**config.mk**
```make
export PLATFORM = sky130hd
export DESIGN_NAME = d_sram_bridge
export DESIGN_NICKNAME = d
export VERILOG_FILES = /design/src/rtl/d_sram_bridge_pkg.sv /design/src/rtl/d_sram_bridge_addr_map.sv /design/src/rtl/d_sram_bridge.sv
export SDC_FILE = /design/constraint.sdc
export NUM_CORES = 1
export LEC_CHECK = 0
export ABC_AREA = 1
export BUFFER_PORTS_ARGS = -buffer_cell sky130_fd_sc_hd__buf_2
export CAP_MARGIN = 15
export CORE_MARGIN = 5
export CORE_UTILIZATION = 30
export DETAILED_ROUTE_END_ITERATION = 7
export SYNTH_ARGS = -nofsm -noshare
export SYNTH_HDL_FRONTEND = slang
export SYNTH_SLANG_ARGS = --single-unit
```
**constraint.sdc**
```tcl
create_clock -name clk -period 4.9 [get_ports clk]
set_input_delay 0.49 -clock clk [delete_from_list [all_inputs] [get_ports clk]]
set_output_delay 0.49 -clock clk [all_outputs]
set_load 0.1 [all_outputs]
```
**src/rtl/d_sram_bridge_pkg.sv**
```systemverilog
// Shared definitions for the MEM-stage to SRAM-like data bus bridge:
// FSM state encoding, access size codes and MIPS fixed-mapping segment bases.
package d_sram_bridge_pkg;

  typedef enum logic [1:0] {
    ST_IDLE = 2'd0,
    ST_ADDR = 2'd1,
    ST_DATA = 2'd2,
    ST_HOLD = 2'd3
  } state_t;

  localparam logic [1:0] SIZE_B = 2'd0;
  localparam logic [1:0] SIZE_H = 2'd1;
  localparam logic [1:0] SIZE_W = 2'd2;

  localparam logic [31:0] KSEG0_BASE = 32'h8000_0000;
  localparam logic [31:0] KSEG1_BASE = 32'hA000_0000;

  // True when the top three address bits select kseg0 or kseg1.
  function automatic logic is_fixmap_seg(input logic [2:0] top_bits);
    return (top_bits == KSEG0_BASE[31:29]) || (top_bits == KSEG1_BASE[31:29]);
  endfunction

endpackage

```
**src/rtl/d_sram_bridge_addr_map.sv**
```systemverilog
// d_addr_map: combinational MIPS fixed mapper. kseg0/kseg1 addresses have
// their top three bits cleared; every other address passes through.
module d_addr_map
  import d_sram_bridge_pkg::*;
#(
  parameter int ADDR_W = 32
) (
  input  logic [ADDR_W-1:0] addr,
  output logic [ADDR_W-1:0] mapped_addr
);

  // Clear the segment bits only for the unmapped kernel segments.
  always_comb begin
    mapped_addr = addr;
    if (is_fixmap_seg(addr[ADDR_W-1 -: 3])) begin
      mapped_addr[ADDR_W-1 -: 3] = 3'b000;
    end
  end

endmodule

```
**src/rtl/d_sram_bridge.sv**
```systemverilog
// d_sram_bridge: issues the MEM-stage data access onto a split-transaction
// SRAM-like bus, stalls the pipeline until data_ok and holds the result while
// other stall sources keep the pipeline frozen, so nothing is issued twice.
// Optional macro D_SRAM_BRIDGE_FIXMAP_EN enables MIPS fixed address mapping.
module d_sram_bridge
  import d_sram_bridge_pkg::*;
#(
  parameter int ADDR_W = 32,
  parameter int DATA_W = 32
) (
  input  logic                  clk,
  input  logic                  rst,
  input  logic                  mem_en,
  input  logic                  mem_we,
  input  logic [ADDR_W-1:0]     mem_addr,
  input  logic [DATA_W-1:0]     mem_wdata_last,
  input  logic [DATA_W/8-1:0]   sel,
  input  logic [1:0]            mem_size,
  input  logic [31:0]           mem_excepttype,
  input  logic                  stallreq_from_if,
  output logic [DATA_W-1:0]     mem_rdata,
  output logic                  stallreq_from_mem,
  output logic                  data_req,
  output logic                  data_wr,
  output logic [1:0]            data_size,
  output logic [ADDR_W-1:0]     data_addr,
  output logic [DATA_W-1:0]     data_wdata,
  output logic [DATA_W/8-1:0]   data_wstrb,
  input  logic                  data_addr_ok,
  input  logic [DATA_W-1:0]     data_rdata,
  input  logic                  data_data_ok
);

  localparam int STRB_W = DATA_W / 8;

  state_t              state_reg, state_next;
  logic                req_we_reg;
  logic [1:0]          req_size_reg;
  logic [ADDR_W-1:0]   req_addr_reg;
  logic [DATA_W-1:0]   req_wdata_reg;
  logic [STRB_W-1:0]   req_sel_reg;
  logic [DATA_W-1:0]   rdata_reg;

  logic                acc_v;
  logic                bus_we;
  logic [1:0]          bus_size;
  logic [ADDR_W-1:0]   bus_addr;
  logic [DATA_W-1:0]   bus_wdata;
  logic [STRB_W-1:0]   bus_sel;

  assign acc_v = mem_en & (mem_excepttype == 32'd0);

  // State register; reset also abandons any outstanding bus transaction.
  always_ff @(posedge clk) begin
    if (rst) begin
      state_reg <= ST_IDLE;
    end else begin
      state_reg <= state_next;
    end
  end

  // Capture request attributes in the issue cycle so ADDR holds them stable.
  always_ff @(posedge clk) begin
    if (rst) begin
      req_we_reg    <= 1'b0;
      req_size_reg  <= 2'd0;
      req_addr_reg  <= '0;
      req_wdata_reg <= '0;
      req_sel_reg   <= '0;
    end else if (state_reg == ST_IDLE && acc_v) begin
      req_we_reg    <= mem_we;
      req_size_reg  <= mem_size;
      req_addr_reg  <= mem_addr;
      req_wdata_reg <= mem_wdata_last;
      req_sel_reg   <= sel;
    end
  end

  // Keep the completed response (stores too) for the HOLD period and later.
  always_ff @(posedge clk) begin
    if (rst) begin
      rdata_reg <= '0;
    end else if (state_reg == ST_DATA && data_data_ok) begin
      rdata_reg <= data_rdata;
    end
  end

  // Next-state, request and stall decode; IDLE issues straight from the inputs.
  always_comb begin
    state_next        = state_reg;
    data_req          = 1'b0;
    stallreq_from_mem = 1'b0;
    bus_we            = 1'b0;
    bus_size          = 2'd0;
    bus_addr          = '0;
    bus_wdata         = '0;
    bus_sel           = '0;
    case (state_reg)
      ST_IDLE: begin
        if (acc_v) begin
          data_req          = 1'b1;
          stallreq_from_mem = 1'b1;
          bus_we            = mem_we;
          bus_size          = mem_size;
          bus_addr          = mem_addr;
          bus_wdata         = mem_wdata_last;
          bus_sel           = sel;
          state_next        = data_addr_ok ? ST_DATA : ST_ADDR;
        end
      end
      ST_ADDR: begin
        data_req          = 1'b1;
        stallreq_from_mem = 1'b1;
        bus_we            = req_we_reg;
        bus_size          = req_size_reg;
        bus_addr          = req_addr_reg;
        bus_wdata         = req_wdata_reg;
        bus_sel           = req_sel_reg;
        if (data_addr_ok) begin
          state_next = ST_DATA;
        end
      end
      ST_DATA: begin
        stallreq_from_mem = ~data_data_ok;
        bus_we            = req_we_reg;
        bus_size          = req_size_reg;
        bus_addr          = req_addr_reg;
        bus_wdata         = req_wdata_reg;
        bus_sel           = req_sel_reg;
        if (data_data_ok) begin
          state_next = stallreq_from_if ? ST_HOLD : ST_IDLE;
        end
      end
      ST_HOLD: begin
        if (!stallreq_from_if) begin
          state_next = ST_IDLE;
        end
      end
      default: state_next = ST_IDLE;
    endcase
  end

  assign data_wr    = bus_we;
  assign data_size  = bus_size;
  assign data_wdata = bus_wdata;
  assign mem_rdata  = (state_reg == ST_DATA && data_data_ok) ? data_rdata : rdata_reg;

  // Strobes are only meaningful for writes; reads present all-zero lanes.
  for (genvar gi = 0; gi < STRB_W; gi++) begin : g_strb
    assign data_wstrb[gi] = bus_we & bus_sel[gi];
  end

`ifdef D_SRAM_BRIDGE_FIXMAP_EN
  d_addr_map #(.ADDR_W(ADDR_W)) u_addr_map (
    .addr        (bus_addr),
    .mapped_addr (data_addr)
  );
`else
  assign data_addr = bus_addr;
`endif

endmodule
```
==> results_dict.tcl <==
set metrics [dict create \
    run_status "complete, no violations" \
    synth_top_area_share_pct 40.3 \
    grt_max_degree 72 \
    postCtsHoldBufs 0 \
    wl_microns 17400 \
    cts.clk_slew.worst_paths_ns 0.07 \
    area_growth_syn_to_layout_pct 30.5 \
    cts-resized-gates 0 \
    initial_core_util_pct 30.3 \
    die_y_microns 142 \
    cp_slowest_stage_delay_ns 0.90 \
    crit_chain "inv_1 -> ha_2 -> buf_4 -> nand2_1 -> a21oi_1 -> buf_2" \
    tightest_slew_ns 0.997 \
    drt_iter0_drc 229 \
    finalSetupViolCount 0 \
    grt_pass1_vias 5452 \
    viasPerCell 4.71 \
    hp-class "input pin to flip-flop" \
    syn-cell-area_sq_mm 0.00521 \
    die_area_sq_mm 0.0201 \
    power.total_mw 2.51 \
    pre_cts_slack_ns 1.72 \
    layout.nets 1125 \
    cp_slowest_cell "ha_2" \
    drt_first_pass_iters 4 \
    track_usage_pct 16.6 \
    critPathLaunchType "flip-flop" \
    syn_area_per_cell_sq_um 6.70 \
    yosys_warnings 0 \
    vias 5707 \
    htree_levels 3 \
    setup_slack_ns 1.47 \
    cts_setup_buffers 0 \
    synthCells 778 \
    critPathKind "flip-flop to output port" \
    p_leak_nw 3.39 \
    fmax_mhz 291 \
    arrival_ns 2.94 \
    root_buffer "clkbuf_16" \
    antenna_left 0 \
    rrSetupSlack_ns 2.72 \
    fin_area_sq_mm 0.00680 \
    cp-end-kind "output port" \
    finalMaxSlewViolations 0 \
    grt_pass1_wl_microns 27300 \
    crit_required_ns 4.41 \
    rsz0062_at_grt "no" \
    overflow 0 \
    syn-num-nets 923 \
    fin_tns_setup_ns 0 \
    hold_violations 0 \
    power_density_mw_per_mm2 369 \
    crit_fanout 43 \
    finalCriticalPeriod_ns 3.43 \
    ys_types 21 \
    period_share_pct 70.0 \
    final_cell_mix "buf_2, nand2_1, a21oi_1" \
    synthTopCellsByArea "dfxtp_1, nand2_1, a21oi_1, nand4_1, inv_1" \
    placed_area_sq_mm 0.00645 \
    globalplace.congestion 0.792 \
    irDropWorstVdd_mv 0.238 \
    fin_util_pct 39.6 \
    clock_path_buffers 2 \
    core_sq_mm 0.0172 \
    io_buffers 245 \
    layout_commonest_cell "buf_2" \
    ys_seq_elements 105 \
    hpwl_microns 11700 \
    die_w_microns 142 \
    clk-insertion-delay-late_ns 0.35 \
    drive_gt1_share_pct 27.8 \
    clock_skew_ns 0.00853 \
    cap_violations 0 \
    cts_tree "done" \
    clock-sinks 105 \
    yosysSeqAreaShare_pct 40.3 \
    placementRows 48 \
    synth_top_cell_by_area "dfxtp_1" \
    top_level_ports 246 \
    route.detailed.wl_per_inst_microns 14.4 \
    slew_headroom_pct 33.3 \
    antenna_found_initial 3 \
    cts_buffers 9 \
    drcViolationCount 0 \
]
## synthesized netlist by cell type
cell type,n
a21oi_1,139
a221oi_1,1
and2_0,1
buf_2,9
buf_4,2
buf_6,12
clkbuf_1,39
dfxtp_1,105
ha_1,4
inv_1,78
nand2_1,202
nand3_1,3
nand3_4,1
nand4_1,71
nor2_1,73
nor2_4,1
o21a_1,1
o21ai_0,33
o21bai_1,1
o22ai_1,1
or2_0,1
## critical path: cells and delay by family, from the launching register on
| family | cells | cell delay (ns) |
|---|---|---|
| buf+inv | 3 | 1.00 |
| fa+ha+maj | 1 | 0.90 |
| flops | 1 | 0.38 |
| compound gates | 1 | 0.19 |
| simple gates | 1 | 0.10 |
## kinds of logic (layout without fill, tap and decap cells)
kind of cell / after synthesis / after routing / share of synthesized area, %
buffers and inverters: 140 / 346 / 12.2
AOI/OAI and AO/OA: 176 / 176 / 17.1
DFF: 105 / 105 / 40.3
adders and majority gates: 4 / 4 / 0.961
other: 0 / 2 / 0
and+or+nand+nor: 353 / 353 / 29.4
## final timing paths
path                                   startpoint  depth (start not counted)           endpoint
worst min-delay path                data_rdata[4]                          3       rdata_reg[4]
worst min register to register  req_wdata_reg[29]                          2  req_wdata_reg[29]
worst max-delay path                 state_reg[0]                          6     data_wdata[11]
worst max register to register       state_reg[0]                          6   req_addr_reg[20]
## metal layers
layer	vias up	wire length, microns	global-route usage, %	part of all wire, %
li1	2953	-	-	-
met1	2525	7780	21.1	45
met2	207	7750	27.0	45
met3	20	1580	5.19	9.1
met4	2	269	5.25	1.5
met5	-	13	0	0.075
## area by class of cell
cell class / instances / area (sq um)
diodes: 2 / 5.00
clock buffers: 10 / 239
clock inverters: 5 / 104
fillers: 1873 / 10400
inverters: 78 / 293
multi-input cells: 533 / 2490
flip-flops and latches: 105 / 2100
well taps: 225 / 282
repair buffers: 253 / 1290
## per-stage QoR
step / hold slack (ns) / instances
floorplan: 0.439 / 778
global placement: 0.448 / 1194
detailed placement: 0.453 / 1194
CTS: 0.405 / 1209
global route: 0.424 / 1211
finish: 0.420 / 1211
## where the power goes
group          internal [mW]  leakage, nW  switching (mW)
registers              0.872        0.845         0.00708
logic                  0.137         2.38           0.654
clock network          0.511        0.169           0.327
total                   1.52         3.39           0.988
(Power assumes the default switching activity.)
